### src/rtl/nano_intc_pkg.sv
// Shared constants, register offsets and helpers for the nano interrupt controller.
package nano_intc_pkg;

    localparam int NSRC = 8;
    localparam logic [3:0] IDLE_DS = 4'hF;

    typedef enum logic [1:0] {
        OFF_PEND = 2'd0,
        OFF_MASK = 2'd1,
        OFF_INS  = 2'd2,
        OFF_STAT = 2'd3
    } reg_off_e;

    function automatic logic [NSRC-1:0] onehot(input logic [2:0] idx);
        return 8'd1 << idx;
    endfunction

    function automatic logic [7:0] vec_of(input logic [7:0] base, input int unsigned shift,
                                          input logic [2:0] idx);
        return base + 8'({5'd0, idx} << shift);
    endfunction

endpackage

### src/rtl/nano_prio_enc.sv
// Lowest-index-first priority encoder: bit 0 wins.
module nano_prio_enc
    import nano_intc_pkg::*;
(
    input  logic [NSRC-1:0] i_req,
    output logic            o_valid,
    output logic [2:0]      o_idx
);

    // NOTE: every output gets a default first, so no path through the block infers a latch.
    always_comb begin
        o_valid = |i_req;
        o_idx   = '0;
        for (int i = NSRC - 1; i >= 0; i--) begin
            if (i_req[i]) o_idx = 3'(i);
        end
    end

endmodule

### src/rtl/nano_intc.sv
// Eight-source priority interrupt controller: pending/mask/in-service tracking,
// vector supply during INT_ACK and a four-register I/O-bus programming interface.
module nano_intc
    import nano_intc_pkg::*;
#(
    parameter logic [3:0]  DEV_BASE     = 4'h8,
    parameter logic [7:0]  EDGE_MASK    = 8'h00,
    parameter logic [7:0]  VEC_BASE     = 8'h40,
    parameter int unsigned VEC_SHIFT    = 3,
    parameter logic [7:0]  VEC_SPURIOUS = 8'hFF
) (
    input  logic            clk,
    input  logic            rst,
    input  logic [NSRC-1:0] irq_in,
    input  logic [3:0]      ds,
    input  logic            rw,
    input  logic [7:0]      wdata,
    output logic [7:0]      rdata,
    output logic            rdata_oe,
    output logic            int_req,
    input  logic            int_ack
);

    logic [NSRC-1:0] r_s1, r_s2, r_s3;
    logic [NSRC-1:0] r_pend, r_mask, r_ins;
    logic [2:0]      r_idx_q;
    logic            r_int_req;

    logic            w_acc, w_wr, w_rd;
    reg_off_e        w_off;
    logic            w_ins_v, w_elig_v;
    logic [2:0]      w_ins_idx, w_elig_idx;
    logic [NSRC-1:0] w_allow, w_elig;
    logic [NSRC-1:0] w_ack_bit, w_eoi_clr, w_w1c, w_edge_set, w_pend_nxt;

    assign w_acc = (ds[3:2] == DEV_BASE[3:2]);
    assign w_off = reg_off_e'(ds[1:0] - DEV_BASE[1:0]);
    assign w_wr  = w_acc & rw;
    assign w_rd  = w_acc & ~rw;

    nano_prio_enc u_ins_enc (
        .i_req   (r_ins),
        .o_valid (w_ins_v),
        .o_idx   (w_ins_idx)
    );

    // Only sources strictly above the highest-priority in-service bit may nest.
    assign w_allow = w_ins_v ? (onehot(w_ins_idx) - 8'd1) : '1;
    assign w_elig  = r_pend & r_mask & ~r_ins & w_allow;

    nano_prio_enc u_elig_enc (
        .i_req   (w_elig),
        .o_valid (w_elig_v),
        .o_idx   (w_elig_idx)
    );

    assign w_ack_bit  = (int_ack && r_int_req) ? onehot(r_idx_q) : '0;
    assign w_eoi_clr  = (w_wr && w_off == OFF_INS && w_ins_v) ? onehot(w_ins_idx) : '0;
    assign w_w1c      = (w_wr && w_off == OFF_PEND) ? (wdata & EDGE_MASK) : '0;
    assign w_edge_set = r_s2 & ~r_s3 & EDGE_MASK;
    // A fresh edge beats a clear arriving in the same clock.
    assign w_pend_nxt = (((r_pend & ~w_w1c & ~w_ack_bit) | w_edge_set) & EDGE_MASK)
                      | (r_s2 & ~EDGE_MASK);

    // NOTE: state registers use non-blocking assignments so every flop samples pre-edge values.
    always_ff @(posedge clk or posedge rst) begin
        if (rst) begin
            r_s1      <= '0;
            r_s2      <= '0;
            r_s3      <= '0;
            r_pend    <= '0;
            r_mask    <= '0;
            r_ins     <= '0;
            r_idx_q   <= '0;
            r_int_req <= 1'b0;
        end else begin
            r_s1      <= irq_in;
            r_s2      <= r_s1;
            r_s3      <= r_s2;
            r_pend    <= w_pend_nxt;
            if (w_wr && w_off == OFF_MASK) r_mask <= wdata;
            r_ins     <= (r_ins & ~w_eoi_clr) | w_ack_bit;
            r_idx_q   <= w_elig_idx;
            r_int_req <= w_elig_v;
        end
    end

    // The ack owns the data bus; reset releases it immediately.
    always_comb begin
        rdata    = '0;
        rdata_oe = 1'b0;
        if (!rst) begin
            if (int_ack) begin
                rdata_oe = 1'b1;
                rdata    = r_int_req ? vec_of(VEC_BASE, VEC_SHIFT, r_idx_q) : VEC_SPURIOUS;
            end else if (w_rd) begin
                rdata_oe = 1'b1;
                case (w_off)
                    OFF_PEND: rdata = r_pend;
                    OFF_MASK: rdata = r_mask;
                    OFF_INS:  rdata = r_ins;
                    default:  rdata = {r_int_req, 4'b0000, r_idx_q};
                endcase
            end
        end
    end

    assign int_req = r_int_req;

endmodule

### config.mk
export PLATFORM = sky130hd
export DESIGN_NAME = nano_intc
export DESIGN_NICKNAME = d
export VERILOG_FILES = /design/src/rtl/nano_intc_pkg.sv /design/src/rtl/nano_prio_enc.sv /design/src/rtl/nano_intc.sv
export SDC_FILE = /design/constraint.sdc
export NUM_CORES = 1
export LEC_CHECK = 0
export ABC_CLOCK_PERIOD_IN_PS = 2350
export CAP_MARGIN = 30
export CORE_MARGIN = 2
export CORE_UTILIZATION = 47
export CTS_CLUSTER_SIZE = 28
export DETAILED_ROUTE_END_ITERATION = 7
export PLACE_DENSITY = 0.75
export SLEW_MARGIN = 10
export SYNTH_ARGS = -nofsm -noshare
export SYNTH_HDL_FRONTEND = slang
export SYNTH_SLANG_ARGS = --single-unit
### constraint.sdc
create_clock -name clk -period 2.35 [get_ports clk]
set_clock_uncertainty 0.1 [all_clocks]
set_input_delay 0.3525 -clock clk [delete_from_list [all_inputs] [get_ports clk]]
set_output_delay 0.3525 -clock clk [all_outputs]
set_load 0.01 [all_outputs]
Word-level counts from Yosys, hierarchy flattened
Cells that the tools add are included. Widths: inputs -> output; s select.

Equality and inequality tests: 3. Bitwise operators: 10. Reductions and logical operators: 7. Div/mod/pow operators: 0. Muxes and demuxes: 27. $lt $le $gt $ge: 0. Multipliers: 0. Add/subtract/negate cells: 2. Shift-type cells: 2.

Operators by type and width (number): $mux 8 (7); $mux 3 (16); $and 8x8->8 (4); $pmux 8 s3 (1); $not 8->8 (2); $reduce_or 8->1 (2); $shl 1x3->8 const A (2); $add 7x6->8 const A (1); $or 8x8->8 (1); $sub 8x1->8 const B (1); $eq 2x2->1 const B (2); $logic_and 1x1->1 (4); $mux 1 (3); $and 1x1->1 (2); $eq 2x1->1 const B (1); $logic_not 2->1 (1); $not 1->1 (1).

Output and inout bits: 10. Logic and storage cells: 58. Memory bits (read-only): 0. RAM bits: 0. Memories: 0. Bits in latches: 0. Bits in registers: 44.

Depth between registers and ports, before layout
Depth after elaboration: 20. Mapped depth: 11. Depth with buffers taken out: 10.

Modules after synthesis
A second synthesis with hierarchy kept.

Cell total of the unflattened synthesis: 172. Area, all modules: 2050.7 um^2.

Modules (own cells, without submodules): nano_intc (seq. area each 1101.1 um^2, cells each 146, instances 1, area each 1888.1 um^2); nano_prio_enc (seq. area each 0.0 um^2, cells each 13, instances 2, area each 81.3 um^2).

Worst setup path before layout
OpenSTA, ideal clock, no wires.

Path kind: reg2reg. Start point: register r_ins[6]. End point: register r_idx_q[2]. Slack: -0.133 ns. Data required time: 2.170 ns. Arrival: 2.302 ns. Clock period less this slack: 2.483 ns. Path buffers: 0. Stages on the path, launching flop included: 11. Path through: dfrtp_1 -> nand2b_1 -> a221oi_1 -> o21ai_1 -> nand2_1 -> ha_1 -> or3b_1 -> a2111oi_2 -> a221o_1 -> a21boi_1 -> nor3_2.

Longest elaborated chain between the ends: 19. Elaborated cells on any way between the ends: 22. Those cells by class: add/sub (1); shift (1); mux (16); bitwise (3); reduce/logical (1).

Ends and longest elaborated chain: start, declared (RTL line nano_intc.sv:25) `logic [NSRC-1:0] r_pend, r_mask, r_ins;`; start signal, assigned (RTL line nano_intc.sv:82) `r_ins <= (r_ins & ~w_eoi_clr) | w_ack_bit;`; $mux 3 (7 in a row) (RTL line nano_prio_enc.sv:15) `if (i_req[i]) o_idx = 3'(i);`; $shl 1x3->8 (RTL line nano_intc_pkg.sv:15) `return 8'd1 << idx;`; $sub 8x1->8 (RTL line nano_intc.sv:48) `assign w_allow = w_ins_v ? (onehot(w_ins_idx) - 8'd1) : '1;`; $mux 8 (RTL line nano_intc.sv:48); $and 8x8->8 * (RTL line nano_intc.sv:49) `assign w_elig = r_pend & r_mask & ~r_ins & w_allow;`; $mux 3 (7 in a row) (RTL line nano_prio_enc.sv:15); $mux 3 * (RTL line nano_prio_enc.sv:15); via u_elig_enc.o_idx[2] (RTL line nano_prio_enc.sv:7) `output logic [2:0] o_idx`; end signal, assigned (RTL line nano_intc.sv:83) `r_idx_q <= w_elig_idx;`; end, declared (RTL line nano_intc.sv:26) `logic [2:0] r_idx_q;`.

The timed path passes the listed nets; every way through them passes the cells marked *. A chain may end at the register's enable or synchronous reset.

Worst setup path after layout
Start point: register r_ins[6]. End point: register r_idx_q[1].

Same word-level chain as after synthesis.

==> flow_metrics.py <==
metrics = {
    "worst_hold_path": {
        "hold_depth": 0,
        "min_path_type": "register to register",
    },
    "global_routing": {
        "grt_max_degree": 45,
        "grt_pass1_wl_um": 8790,
        "antenna_found_initial": 0,
        "gr-total-overflow": 0,
        "grt_pass1_vias": 1830,
        "grt_usage_pct": 23.06,
    },
    "routing": {
        "wirelength_um": 5420,
        "dr_wl_met2_um": 2826,
        "route.met3.wl_um": 402,
        "post_drt_via_cell_ratio": 5.950,
        "vias": 1803,
        "avgRoutedWirePerCell_um": 17.89,
        "drc": 0,
        "top_layer_used": "met4",
        "routedLengthMet1_um": 2083,
        "firstDrtPassIters": 4,
        "first_iter_violations": 121,
        "antenna_left": 0,
    },
    "timing": {
        "fin_ws_ns": -0.1535,
        "period_minus_slack_ns": 2.503,
        "fin_crit_sh_pct": 106.5,
        "max_slew_margin_pct": 63.27,
        "fmax_mhz": 399.4,
        "setup_viol": 3,
        "worstMarginPinSlew_ns": 0.5492,
        "rsz0062_at_grt": "true",
        "drv_slew": 0,
        "hold_violations": 0,
    },
    "synth": {
        "synth_ff_type": "dfrtp_1",
        "synth_nets": 207,
        "synth_warnings": 0,
        "synthTopCellsByArea": "dfrtp_1, mux2_1, mux4_2, nand2_1, a21oi_1",
        "syn_area_um2": 2027,
        "avgSynthCellArea_um2": 11.14,
        "synth-edff-count": 0,
        "yosysMostFrequentCell": "dfrtp_1",
        "synth_seq_cells": 44,
        "yosysUniqueCellTypes": 40,
        "synth_top_area_cell": "dfrtp_1",
        "synth_seq_area_share_pct": 54.32,
        "synthCells": 182,
        "synth_top_area_share_pct": 54.32,
        "synth_top_cells_by_count": "dfrtp_1, nand2_1, nor2_1, a21oi_1, mux2_1",
        "synthArstFlopShare_pct": 100.0,
    },
    "setup_path": {
        "critPathMaxFanout": 4,
        "reg2reg_depth": 10,
        "critPathLaunchType": "register",
        "end_kind": "register",
        "r2r_setup_slack_ns": -0.15,
        "crit_required_ns": 2.48,
        "path_class": "register to register",
        "arrival_ns": 2.63,
    },
    "clock_tree": {
        "holdBufCountCts": 0,
        "clkLatencyLatePin_ns": 0.30,
        "root_buffer": "clkbuf_8",
        "cts_tree": "done",
        "cts_buffer_depth": 2,
        "clkTransAtPathRegs_ns": 0.09,
        "htreeDepth": 2,
        "numCtsBuffers": 5,
        "cts_sinks": 44,
    },
    "die": {
        "row_count": 23,
        "dieWidth_um": 69.67,
        "die-area_um2": 4854,
        "start_util_pct": 49.60,
        "ios": 34,
        "core_um2": 4086,
        "fp.dieH_um": 69.67,
    },
    "layout": {
        "design_area_um2": 2859,
        "drive_gt1_share_pct": 30.04,
        "layout.cells.non_filler": 303,
        "antenna-diode-count": 0,
        "layout.nets": 277,
        "syn2layout_area_growth_pct": 41.05,
        "fill_cells": 301,
    },
    "power_and_ir_drop": {
        "pwr_density_cell_nw_per_um2": 911.6,
        "p_leak_nw": 1.260,
        "peakVddDrop_mv": 0.5341,
        "power_mw": 2.606,
    },
    "placement": {
        "hpwl_um": 3961,
        "pre_cts_ws_ns": -0.3964,
        "gp_congestion": 0.9607,
        "port-buffer-count": 33,
        "dp.cells": 290,
        "postPlaceCellArea_um2": 2634,
    },
    "flow_run": {
        "drv_cap": 0,
    },
    "status": {
        "failed_checks": "negative setup slack",
        "status": "finished with violations",
    },
}
[area by class of cell]
cell class,count,area (um^2),area share [%]
multi-input combinational,124,952.2,33.30
clock inverter,3,46.29,1.619
sequential,44,1104,38.60
tap,50,62.56,2.188
clock buffer,5,68.82,2.407
inverter,6,22.52,0.7877
timing repair buffer,71,603.1,21.09
[layout by cell type (no fill, tap or decap), types with 3 or more instances in the layout]
master           count
a21oi_1              9
a21oi_2              3
buf_4               36
clkbuf_8             5
clkdlybuf4s50_1     22
dfrtp_1             42
dlygate4sd2_1        8
inv_1                5
mux2_1               8
mux2i_1              4
mux4_2               4
nand2_1             19
nand2_2              3
nand3_1              4
nand3b_1             3
nor2_1              15
o21ai_0              7
o21ai_1              6
o31ai_1              3
[worst max-delay path, stage by stage (launching register included)]
cell and delay, ns:
dfrtp_1 0.38, nand2b_4 0.15, a221oi_4 0.29, o21ai_2 0.11
nand2_2 0.10, ha_4 0.15, or3b_4 0.39, a2111oi_4 0.30
a221o_1 0.21, a31oi_1 0.11, nor2_1 0.14
[path summary, 6_finish.rpt]
kind	from	to
worst min-delay path	r_s1[5]$_DFF_PP0_	r_s2[5]$_DFF_PP0_
worst max register to register	r_ins[6]$_DFF_PP0_	r_idx_q[1]$_DFF_PP0_
max in group asynchronous	rst	r_ins[2]$_DFF_PP0_
worst min register to register	r_s1[5]$_DFF_PP0_	r_s2[5]$_DFF_PP0_
min in group asynchronous	rst	r_ins[7]$_DFF_PP0_
worst max-delay path	r_ins[6]$_DFF_PP0_	r_idx_q[1]$_DFF_PP0_
[metrics by stage]
step,util [%],hold WS (ns),setup TNS (ns)
after floorplan,-,0.2312,-0.02938
after detailed placement,64.45,0.2364,-2.994
after global placement,64.45,0.2315,-2.536
after CTS,67.76,0.2560,-0.4511
final,69.96,0.2537,-0.3193
after global routing,69.96,0.2624,-0.6066
[registers in the layout, summed over array words and instances (netlist names)]
name and flops:
int_req 1, r_idx_q 3, r_ins 8, r_mask 8
r_pend 8, r_s1 8, r_s2 8
[routing by layer]
| metal | up-vias | track usage, % |
|---|---|---|
| met3 | 15 | 5.669 |
| met5 | - | 0 |
| met2 | 105 | 41.56 |
| met4 | 0 | 7.265 |
| met1 | 887 | 27.01 |
| li1 | 796 | - |
[power breakdown]
part / switching [mW] / leakage [nW] / internal (mW)
Combinational: 0.498 / 0.672 / 0.529
Sequential: 0.127 / 0.533 / 0.871
Clock: 0.262 / 0.0548 / 0.320
Total: 0.887 / 1.26 / 1.72
[what timing repair did]
| action | in CTS | in global routing |
|---|---|---|
| pin swaps | 0 | 11 |
| gates resized for setup | 18 | 18 |
| setup buffers | 0 | 5 |
| endpoints found under the setup margin | 11 | 6 |
[cell families (layout without fill, tap and decap cells)]
logic type	after synthesis	after routing	synth area share (%)
AND/OR/NAND/NOR	59	59	14.69
AO/OA/AOI/OAI	48	48	15.62
flip-flops	44	44	54.32
multiplexers	16	16	10.86
buffers and inverters	14	85	3.889
adder cells (fa/ha/maj)	1	1	0.6172
(Power assumes the default switching activity.)
